`config.mk`:
```
export PLATFORM = sky130hd
export DESIGN_NAME = spi_status_tx
export DESIGN_NICKNAME = d
export VERILOG_FILES = /design/src/rtl/spi_status_tx.sv
export SDC_FILE = /design/constraint.sdc
export NUM_CORES = 1
export LEC_CHECK = 0
export CORE_MARGIN = 2
export CORE_UTILIZATION = 40
export CTS_CLUSTER_SIZE = 20
export DETAILED_ROUTE_END_ITERATION = 16
export MAX_ROUTING_LAYER = met4
export PLACE_DENSITY = 0.71
export SYNTH_ARGS = -nofsm -noshare
export SYNTH_HDL_FRONTEND = slang
export SYNTH_SLANG_ARGS = --single-unit
```
`constraint.sdc`:
```
create_clock -name pck0 -period 4.08 [get_ports pck0]
set_input_delay 0.612 -clock pck0 [delete_from_list [all_inputs] [get_ports pck0]]
set_output_delay 0.612 -clock pck0 [all_outputs]
set_load 0.01 [all_outputs]
```
`src/rtl/spi_status_tx.sv`:
```
// SPI slave (mode 0) that returns a buffered 16-bit status word on miso and
// captures the 16-bit word the ARM sends on mosi. All logic runs on pck0.
`timescale 1ns/1ps
module spi_status_tx #(
  parameter int SYNC_STAGES = 2
) (
  input  logic        pck0,
  input  logic        nrst,
  input  logic        spck,
  input  logic        ncs,
  input  logic        mosi,
  output logic        miso,
  input  logic [15:0] tx_data,
  input  logic        tx_load,
  output logic        tx_busy,
  output logic [15:0] rx_word,
  output logic        rx_valid,
  output logic        underrun,
  output logic        frame_err,
  input  logic        clr_err
);

  localparam int            SETTLE      = SYNC_STAGES + 1;
  localparam int            SW          = $clog2(SETTLE + 1);
  localparam logic [SW-1:0] SETTLE_DONE = SW'(SETTLE);

  typedef enum logic [1:0] {
    IDLE      = 2'd0,
    ACTIVE    = 2'd1,
    WAIT_HIGH = 2'd2
  } state_e;

  // Bits [SYNC_STAGES-1:0] are the synchroniser, bit SYNC_STAGES is the history flop.
  logic [SYNC_STAGES:0] spck_sync_q, spck_sync_d;
  logic [SYNC_STAGES:0] ncs_sync_q,  ncs_sync_d;
  logic [SYNC_STAGES:0] mosi_sync_q, mosi_sync_d;

  state_e        state_q,     state_d;
  logic [SW-1:0] settle_q,    settle_d;
  logic [15:0]   tx_buf_q,    tx_buf_d;
  logic          tx_busy_q,   tx_busy_d;
  logic [15:0]   tx_shift_q,  tx_shift_d;
  logic [15:0]   rx_shift_q,  rx_shift_d;
  logic [4:0]    bit_cnt_q,   bit_cnt_d;
  logic [15:0]   rx_word_q,   rx_word_d;
  logic          rx_valid_q,  rx_valid_d;
  logic          underrun_q,  underrun_d;
  logic          frame_err_q, frame_err_d;
  logic          miso_q,      miso_d;

  logic spck_rise, spck_fall, ncs_rise, ncs_fall, ncs_s, mosi_s, settled;

  assign spck_rise = spck_sync_q[SYNC_STAGES-1] & ~spck_sync_q[SYNC_STAGES];
  assign spck_fall = ~spck_sync_q[SYNC_STAGES-1] & spck_sync_q[SYNC_STAGES];
  assign ncs_rise  = ncs_sync_q[SYNC_STAGES-1] & ~ncs_sync_q[SYNC_STAGES];
  assign ncs_fall  = ~ncs_sync_q[SYNC_STAGES-1] & ncs_sync_q[SYNC_STAGES];
  assign ncs_s     = ncs_sync_q[SYNC_STAGES-1];
  assign mosi_s    = mosi_sync_q[SYNC_STAGES-1];
  // Until the chain holds only real samples, an ncs "fall" may just be the
  // reset value draining out: ncs was low at reset release, so wait for high.
  assign settled   = (settle_q == SETTLE_DONE);

  always_comb begin
    // NOTE: every _d starts from its _q so no path through this block infers a latch.
    spck_sync_d = {spck_sync_q[SYNC_STAGES-1:0], spck};
    ncs_sync_d  = {ncs_sync_q[SYNC_STAGES-1:0], ncs};
    mosi_sync_d = {mosi_sync_q[SYNC_STAGES-1:0], mosi};
    state_d     = state_q;
    settle_d    = settled ? settle_q : settle_q + SW'(1);
    tx_buf_d    = tx_buf_q;
    tx_busy_d   = tx_busy_q;
    tx_shift_d  = tx_shift_q;
    rx_shift_d  = rx_shift_q;
    bit_cnt_d   = bit_cnt_q;
    rx_word_d   = rx_word_q;
    rx_valid_d  = 1'b0;
    underrun_d  = underrun_q;
    frame_err_d = frame_err_q;

    // Clear first so that a set event later in this block wins.
    if (clr_err) begin
      underrun_d  = 1'b0;
      frame_err_d = 1'b0;
    end

    unique case (state_q)
      IDLE: begin
        if (ncs_fall) begin
          if (!settled) begin
            state_d = WAIT_HIGH;
          end else begin
            state_d    = ACTIVE;
            bit_cnt_d  = 5'd0;
            rx_shift_d = 16'h0000;
            if (tx_busy_q) begin
              tx_shift_d = tx_buf_q;
              tx_busy_d  = 1'b0;
            end else begin
              tx_shift_d = 16'h0000;
              underrun_d = 1'b1;
            end
          end
        end
      end

      ACTIVE: begin
        if (ncs_rise) begin
          state_d = IDLE;
          if (bit_cnt_q == 5'd16) begin
            rx_word_d  = rx_shift_q;
            rx_valid_d = 1'b1;
          end else begin
            frame_err_d = 1'b1;
          end
        end else if (spck_rise) begin
          rx_shift_d = {rx_shift_q[14:0], mosi_s};
          if (bit_cnt_q != 5'd17) bit_cnt_d = bit_cnt_q + 5'd1;
        end else if (spck_fall) begin
          if (bit_cnt_q >= 5'd16)     tx_shift_d = 16'h0000;
          else if (bit_cnt_q != 5'd0) tx_shift_d = {tx_shift_q[14:0], 1'b0};
        end
      end

      WAIT_HIGH: begin
        if (ncs_s) state_d = IDLE;
      end

      default: state_d = IDLE;
    endcase

    // A load coincident with frame start lands after the frame took the old word.
    if (tx_load) begin
      tx_buf_d  = tx_data;
      tx_busy_d = 1'b1;
    end

    miso_d = (state_d == ACTIVE) ? tx_shift_d[15] : 1'b0;
  end

  always_ff @(posedge pck0 or negedge nrst) begin
    if (!nrst) begin
      spck_sync_q <= '0;
      ncs_sync_q  <= '1;
      mosi_sync_q <= '0;
      state_q     <= IDLE;
      settle_q    <= '0;
      tx_buf_q    <= 16'h0000;
      tx_busy_q   <= 1'b0;
      tx_shift_q  <= 16'h0000;
      rx_shift_q  <= 16'h0000;
      bit_cnt_q   <= 5'd0;
      rx_word_q   <= 16'h0000;
      rx_valid_q  <= 1'b0;
      underrun_q  <= 1'b0;
      frame_err_q <= 1'b0;
      miso_q      <= 1'b0;
    end else begin
      // NOTE: non-blocking assignments so every flop samples pre-edge values.
      spck_sync_q <= spck_sync_d;
      ncs_sync_q  <= ncs_sync_d;
      mosi_sync_q <= mosi_sync_d;
      state_q     <= state_d;
      settle_q    <= settle_d;
      tx_buf_q    <= tx_buf_d;
      tx_busy_q   <= tx_busy_d;
      tx_shift_q  <= tx_shift_d;
      rx_shift_q  <= rx_shift_d;
      bit_cnt_q   <= bit_cnt_d;
      rx_word_q   <= rx_word_d;
      rx_valid_q  <= rx_valid_d;
      underrun_q  <= underrun_d;
      frame_err_q <= frame_err_d;
      miso_q      <= miso_d;
    end
  end

  assign miso      = miso_q;
  assign tx_busy   = tx_busy_q;
  assign rx_word   = rx_word_q;
  assign rx_valid  = rx_valid_q;
  assign underrun  = underrun_q;
  assign frame_err = frame_err_q;

endmodule

```
==> out/qor_table.md, run 1 <==
| Metric | Reported |
| --- | --- |
| Post-route clock period utilization | 0.614 |
| IO Pins | 44 |
| Leading cell type by number of instances after synthesis | sky130_fd_sc_hd__dfrtp_1 |
| Setup clock skew after layout | 9.50 ps |
| Fillers | 774 |
| Number of rows in the core area | 34 |
| Routed length per instance | 13.6 um |
| Switching Power | 0.000537 W |
| Worst Max-Slew Pin Slew | 1050 ps |
| Hold-fix buffers at CTS | 0 |
| Post-place instance area | 4070 um^2 |
| Depth of the CTS H-tree | 3 |
| CTS Buf Count | 9 |
| Nets | 366 |
| Delay of the slowest critical-path stage | 700 ps |
| Final cell count without fillers | 450 |
| Count of max-cap constraint violations | 0 |
| Sequential share of the synthesized area | 0.602 |
| Cell taking the most area after synthesis | sky130_fd_sc_hd__dfrtp_1 |
| EDFF count, synth | 0 |
| VDD IR-drop max | 0.000252 V |
| Final number of setup-violating endpoints | 0 |
| Number of antenna violations at the first check in global routing | 0 |
| Core area | 8720 um^2 |
| Clock Latency Late Sink | 360 ps |
| Clock tree root buffer cell | sky130_fd_sc_hd__clkbuf_8 |
| Kind of end point of the critical path | flop |
| Minimum clock period after layout | 2510 ps |
| Pwr per Cell Area | 494 nW/um^2 |
| Most instantiated flip-flop cell in the synthesis netlist | sky130_fd_sc_hd__dfrtp_1 |
| Maximum frequency from static timing analysis | 399 MHz |
| Share of Yosys cell area claimed by the top area cell type | 0.580 |
| Maximum buffer depth of the clock tree | 2 |
| Buffers added on ports | 43 |
| Endpoints failing hold | 0 |
| Slowest library cell on the worst path | sky130_fd_sc_hd__nor2b_1 |
| Post-route cell area | 4330 um^2 |
| Combinational group share of total power | 0.149 |
| Clock tree sinks | 86 |
| Result of the run | complete, no violations |
| Count of routing violations after the opening detailed-route iteration | 83 |
| Wire length after detailed routing | 6140 um |
| Share of flip-flops with an asynchronous set or reset after synthesis | 1.00 |
| Area contributors post-synth | sky130_fd_sc_hd__dfrtp_1, sky130_fd_sc_hd__mux2_2, sky130_fd_sc_hd__mux2i_1 |
| Initial core utilization | 0.411 |
| Clock Power Share | 0.356 |
| Final slew viol count | 0 |
| HPWL after detailed placement | 4140 um |
| CTS tree | built |
| Critical path peak fanout | 28 |
| Number of buffers and inverters on the critical path | 0 |
| RSZ-0062 raised after global routing | false |
| Max transition margin | 0.300 |
| Buffers inserted by post-CTS timing repair | 0 |
| Most used standard cells in the synthesized netlist | sky130_fd_sc_hd__dfrtp_1, sky130_fd_sc_hd__inv_1, sky130_fd_sc_hd__mux2_2, sky130_fd_sc_hd__nand2_1, sky130_fd_sc_hd__o21ai_0 |
| Arrival time of data at the critical path endpoint | 2750 ps |
| Vias | 2269 |
| Number of nets with antenna violations after detailed routing | 0 |
| Critical path launch point type | flop |
| Overall fraction of global-route tracks in use | 0.142 |
| Proportion of layout cells with a drive suffix above 1 | 0.167 |
| Routability congestion estimate from global placement | 0.791 |
| Overall die area | 9730 um^2 |
| Mapped Avg Cell Area | 12.0 um^2 |
| Leakage power of the design | 1.89 nW |
| Yosys warns | 0 |
| Remaining Overflow, GRT | 0 |
| Die Y-Extent | 98.7 um |
| Vias in the first global route | 2343 |
| Setup TNS | 0 ps |
| Post-CTS Resized | 0 |
| Critical path class | flop to flop |
| Library cells used by synthesis | 42 |
| Switching share of total power | 0.251 |
| Pre-Repair DR Iteration Count | 4 |
| Ant diodes | 0 |
| Netlist area before placement | 3580 um^2 |
| Required time worst endpoint | 4320 ps |
| Mapped Cells | 298 |
| Pin count of the biggest net entering global routing | 87 |
| Post-synthesis sequential element count | 86 |
| Sequential cell area | 2160 um^2 |
| Hold crit path type | flop to flop |
| Synthesis-to-finish area growth | 20.7% |
| Number of design rule violations left after detail routing | 0 |
| Internal cell power | 0.00160 W |
| Sequential group share of total power | 0.494 |
| Series of cell instances along the critical path | nor2b_1, nand4_2, mux2_2 |
| Die Span X | 98.7 um |
| Largest delay share family, worst path | simple AND/OR/NAND/NOR gates |
| Detail-routed via count per cell | 5.04 |
| First-pass GRT wire length | 10700 um |
| Instance count after placement with tap cells included | 436 |
| Combined area of the multi-input logic cells | 1210 um^2 |
| Clock transition at path regs | 80 ps |
| Post-Syn Nets | 325 |
[per-layer routing]
metal  vias to the layer above  wire length [um]  track usage
li1                       1085                 -            -
met1                      1126              2710        0.168
met2                        47              3090        0.235
met3                        11               245       0.0447
met4                         0                93       0.0411
met5                         -                 0            -
[power groups by stage]
stage / Sequential (W) / Clock (W) / Combinational, W
2_1_floorplan: 0.00105 / 0 / 0.000239
3_3_place_gp: 0.00106 / 0 / 0.000310
3_5_place_dp: 0.00107 / 0 / 0.000325
4_1_cts: 0.00106 / 0.000782 / 0.000327
5_1_grt: 0.00107 / 0.000817 / 0.000365
6_report: 0.00106 / 0.000762 / 0.000320
[sequential cells by signal (all words and copies together) (netlist names)]
| register | flops |
|---|---|
| bit_cnt_q | 5 |
| frame_err | 1 |
| miso | 1 |
| mosi_sync_q | 2 |
| ncs_sync_q | 3 |
| rx_shift_q | 16 |
| rx_valid | 1 |
| rx_word | 16 |
| settle_q | 2 |
| spck_sync_q | 3 |
| state_q | 2 |
| tx_buf_q | 16 |
| tx_busy | 1 |
| tx_shift_q | 16 |
| underrun | 1 |
[cell families after synthesis]
group / Yosys count / synth area share
simple gates: 64 / 0.103
compound gates: 51 / 0.0880
xor+xnor: 2 / 0.00489
buf+inv: 49 / 0.0614
fa+ha+maj: 4 / 0.0140
mux: 42 / 0.127
flops: 86 / 0.602
[placed cells by master, fill, tap and decap left out, types with 3 or more instances in the layout]
cell type	synthesis	layout
sky130_fd_sc_hd__a21oi_1	3	3
sky130_fd_sc_hd__clkdlybuf4s50_1	0	42
sky130_fd_sc_hd__ha_1	4	4
sky130_fd_sc_hd__buf_4	4	3
sky130_fd_sc_hd__inv_1	34	34
sky130_fd_sc_hd__o21ai_0	26	26
sky130_fd_sc_hd__bufinv_16	0	4
sky130_fd_sc_hd__nand2_1	27	27
sky130_fd_sc_hd__dfstp_2	3	3
sky130_fd_sc_hd__nor2_1	9	9
sky130_fd_sc_hd__clkbuf_8	0	10
sky130_fd_sc_hd__nor3_1	3	3
sky130_fd_sc_hd__nand3_1	3	3
sky130_fd_sc_hd__a22oi_1	14	14
sky130_fd_sc_hd__mux2i_1	15	15
sky130_fd_sc_hd__nand2b_1	3	3
sky130_fd_sc_hd__dfrtp_1	83	83
sky130_fd_sc_hd__mux2_2	27	27
[final cells by class]
cell class                      count  area share
Clock inverter                      4      0.0278
Inverter                           34      0.0295
Sequential cell                    86       0.498
Multi-Input combinational cell    163       0.279
Tap cell                          108      0.0312
Clock buffer                       10      0.0318
Timing Repair Buffer               45       0.102
[metrics by stage]
step	util	setup WS [ps]	hold slack, ps	power, W
2_1_floorplan	-	2360	316	0.00129
3_3_place_gp	0.467	1610	338	0.00137
3_5_place_dp	0.467	1540	340	0.00140
4_1_cts	0.496	1530	359	0.00217
5_1_grt	0.496	1340	366	0.00226
6_report	0.496	1570	357	0.00214
[path summary, 6_finish.rpt]
check / from / slack (ps) / to / depth (start not counted)
hold reg to reg: mosi_sync_q[0]$_DFF_PN0_ / 360 / mosi_sync_q[1]$_DFF_PN0_ / 0
hold / removal: mosi_sync_q[0]$_DFF_PN0_ / 360 / mosi_sync_q[1]$_DFF_PN0_ / 0
setup / recovery: ncs_sync_q[1]$_DFF_PN1_ / 1570 / rx_word[12]$_DFFE_PN0P_ / 3
setup reg to reg: ncs_sync_q[1]$_DFF_PN1_ / 1570 / rx_word[12]$_DFFE_PN0P_ / 3
min in group asynchronous: nrst / 420 / rx_word[6]$_DFFE_PN0P_ / 1
max in group asynchronous: nrst / 2970 / tx_buf_q[13]$_DFFE_PN0P_ / 1
(Power assumes the default switching activity.)
==> run 2, diff against run 1 <==
Settings changed: PLACE_DENSITY 0.71 to 0.73.
Clock period 4.08 ns to 2.1 ns, I/O delays scaled along.
==> run 2 against run 1 <==
  * Critical path depth rose by 3
  * Clock power rose by 51%
  * First-iteration DRC count rose by 34%
  * Worst hold slack got worse by 32 ps
  * Register-to-register slack got worse by 1300 ps
  * Combinational power rose by 100%
  * Clock skew rose by 1.8 ps
  * Core utilization rose by 0.53 points
  * Wire length barely moved
  * Clock-buffer cell count rose by 2
==> out/qor_table.md, run 2 (same netlist as run 1, synthesis figures left out) <==
| Metric | Reported | Delta |
| --- | --- | --- |
| Result of the run | complete, no violations |  |
| Maximum buffer depth of the clock tree | 2 | unchanged |
| Critical path class | flop to flop |  |
| HPWL after detailed placement | 4200 um | +1.4% |
| Minimum setup slack in the final design | 303 ps | -1270 ps |
| IO Pins | 44 | unchanged |
| Overall die area | 9730 um^2 | unchanged |
| Final number of setup-violating endpoints | 0 | unchanged |
| Minimum clock period after layout | 1800 ps | -708 ps |
| Fillers | 758 | -2.1% |
| Clock transition at path regs | 80 ps | about the same |
| Fraction of met1 tracks used by global routing | 0.170 | +0.00219 |
| Worst slack at placement | 193 ps | -1340 ps |
| Setup clock skew after layout | 11.3 ps | +1.76 ps |
| Busiest metal layer after global routing | met2 |  |
| Slowest library cell on the worst path | sky130_fd_sc_hd__dfrtp_1 |  |
| Count of routing violations after the opening detailed-route iteration | 111 | +34% |
| Final worst hold slack | 324 ps | -32.4 ps |
| Clock tree sinks | 86 | unchanged |
| Pwr per Cell Area | 878 nW/um^2 | +78% |
| Hold crit path type | input port to asynchronous set/reset pin |  |
| Largest delay share family, worst path | simple AND/OR/NAND/NOR gates |  |
| Synthesis-to-finish area growth | 22.0% |  |
| Wire length after detailed routing | 6140 um | about the same |
| Vias in the first global route | 2330 | -0.55% |
| Max transition margin | 0.715 | +0.415 |
| Pin count of the biggest net entering global routing | 45 | -48% |
| Remaining Overflow, GRT | 0 | unchanged |
| Commonest cells after routing, fill and taps aside | sky130_fd_sc_hd__dfrtp_1, sky130_fd_sc_hd__clkdlybuf4s50_1, sky130_fd_sc_hd__inv_1 |  |
| Buffers inserted by post-CTS timing repair | 0 | unchanged |
| Initial core utilization | 0.411 | unchanged |
| Critical path peak fanout | 28 | unchanged |
| Buffers added on ports | 43 | unchanged |
| Worst r2r dst | rx_word[6]$_DFFE_PN0P_ |  |
| Grt met2 use | 0.241 | +0.00576 |
| Kind of end point of the critical path | flop |  |
| Number of buffers and inverters on the critical path | 2 | +2 |
| Maximum frequency from static timing analysis | 556 MHz | +39% |
| Endpoints failing hold | 0 | unchanged |
| Final core utilization | 0.501 | +0.00531 |
| Leakage power of the design | 1.92 nW | +2.1% |
| Clock Latency Late Sink | 350 ps | about the same |
| Met3 demand-to-capacity share in global routing | 0.0319 | -0.0128 |
| Overall fraction of global-route tracks in use | 0.142 | about the same |
| Number of design rule violations left after detail routing | 0 | unchanged |
| Delay of the slowest critical-path stage | 420 ps | -280 ps |
| CTS tree | built |  |
| Most common cell after layout, fill and taps aside | sky130_fd_sc_hd__dfrtp_1 |  |
| Critical path launch point type | flop |  |
| Die Y-Extent | 98.7 um | unchanged |
| Number of rows in the core area | 34 | unchanged |
| Arrival time of data at the critical path endpoint | 2030 ps | -720 ps |
| VDD IR-drop max | 0.000447 V | +78% |
| Final slew viol count | 0 | unchanged |
| Detail-routed via count per cell | 4.91 | -2.6% |
| Post-route clock period utilization | 0.856 | +0.242 |
| Depth of the worst register-to-register path | 6 | +3 |
| CP startpoint | bit_cnt_q[0]$_DFFE_PN0P_ |  |
| RSZ-0062 raised after global routing | false |  |
| Count of max-cap constraint violations | 0 | unchanged |
| Vias | 2274 | +0.22% |
| Pre-Repair DR Iteration Count | 4 | unchanged |
| Depth of the CTS H-tree | 3 | unchanged |
| Core area | 8720 um^2 | unchanged |
| Routed length per instance | 13.3 um | -2.8% |
| Nets | 378 | +3.3% |
| Required time worst endpoint | 2330 ps | -1990 ps |
| Ant diodes | 0 | unchanged |
| Number of nets with antenna violations after detailed routing | 0 | unchanged |
| First-pass GRT wire length | 10800 um | +1.0% |
| Setup TNS | 0 ps | unchanged |
| Number of antenna violations at the first check in global routing | 0 | unchanged |
| Proportion of layout cells with a drive suffix above 1 | 0.194 | +0.0277 |
| Routability congestion estimate from global placement | 0.805 | +1.7% |
| Die Span X | 98.7 um | unchanged |
| Worst Max-Slew Pin Slew | 422 ps | -628 ps |
| Origin of the critical flop-to-flop path | bit_cnt_q[0]$_DFFE_PN0P_ |  |
| Worst setup slack for register-to-register paths | 300 ps | -1270 ps |
| Series of cell instances along the critical path | inv_1, ha_1, nor3b_4, nand4_2, buf_4, mux2_2 |  |
| CTS Buf Count | 9 | unchanged |
| Clock tree root buffer cell | sky130_fd_sc_hd__clkbuf_8 |  |
## run 2: cell count changes in the layout (fill, tap and decap cells not counted)
cell | previous run | this run
sky130_fd_sc_hd__or2_2 | 0 | 1
sky130_fd_sc_hd__clkinv_2 | 0 | 1
sky130_fd_sc_hd__buf_4 | 3 | 13
sky130_fd_sc_hd__bufinv_16 | 4 | 1
sky130_fd_sc_hd__clkbuf_8 | 10 | 11
sky130_fd_sc_hd__dlygate4sd3_1 | 0 | 1
sky130_fd_sc_hd__clkbuf_1 | 0 | 1
sky130_fd_sc_hd__or2_1 | 1 | 0
sky130_fd_sc_hd__clkinv_4 | 0 | 1
sky130_fd_sc_hd__buf_12 | 0 | 1
## run 2: cell type report
type,instances,area (um^2),area share
Tap cell,108,135,0.0309
Multi-Input combinational cell,163,1210,0.276
Timing Repair Buffer,57,548,0.125
Clock inverter,3,43.8,0.0100
Inverter,34,128,0.0292
Clock buffer,12,155,0.0355
Sequential cell,86,2160,0.493
## run 2: metrics by stage
| stage | power [W] | area [um^2] | cells |
|---|---|---|---|
| after floorplan | 0.00250 | 3580 | 298 |
| after global placement | 0.00270 | 4160 | 447 |
| after detailed placement | 0.00272 | 4160 | 447 |
| after CTS | 0.00389 | 4370 | 463 |
| after global routing | 0.00406 | 4370 | 463 |
| final | 0.00384 | 4370 | 463 |
## run 2: worst max path at each step
stage / endpoint / slack (ps) / cells after the start
3_5_place_dp: rx_shift_q[3]$_DFFE_PN0P_ / 190 / 6
3_3_place_gp: rx_shift_q[0]$_DFFE_PN0P_ / 280 / 6
5_1_grt: rx_shift_q[3]$_DFFE_PN0P_ / 140 / 6
6_report: rx_word[6]$_DFFE_PN0P_ / 300 / 6
2_1_floorplan: rx_shift_q[10]$_DFFE_PN0P_ / 440 / 6
4_1_cts: rx_shift_q[3]$_DFFE_PN0P_ / 160 / 6
## run 2: worst reg2reg max path: cells and delay by family, from the launching register on
| kind | cells | cell delay [ps] |
|---|---|---|
| fa+ha+maj | 1 | 180 |
| buf+inv | 2 | 350 |
| flops | 1 | 420 |
| mux | 1 | 300 |
| simple gates | 2 | 450 |
## run 2: what timing repair did
action                                 4_1_cts  5_1_grt
hold buffers                                 1        0
gates resized for setup                      0        1
endpoints found under the hold margin        7        0
setup endpoints to repair                    0        1
## run 2: per-layer routing
layer / routed length [um] / vias up
li1: - / 1108
met4: 89 / 0
met3: 212 / 10
met5: 0 / -
met2: 2990 / 44
met1: 2850 / 1112
## run 2: where the power goes
group	total (W)	switching [W]	internal, W
clock	0.00115	0.000543	0.000609
combinational	0.000643	0.000337	0.000307
sequential	0.00204	0.000146	0.00190
==> run 3, diff against run 2 <==
Settings changed: GPL_ROUTABILITY_DRIVEN set to 0.
==> results of run 3 <==
Final layout, timing and power as in run 2 (identical DEF).
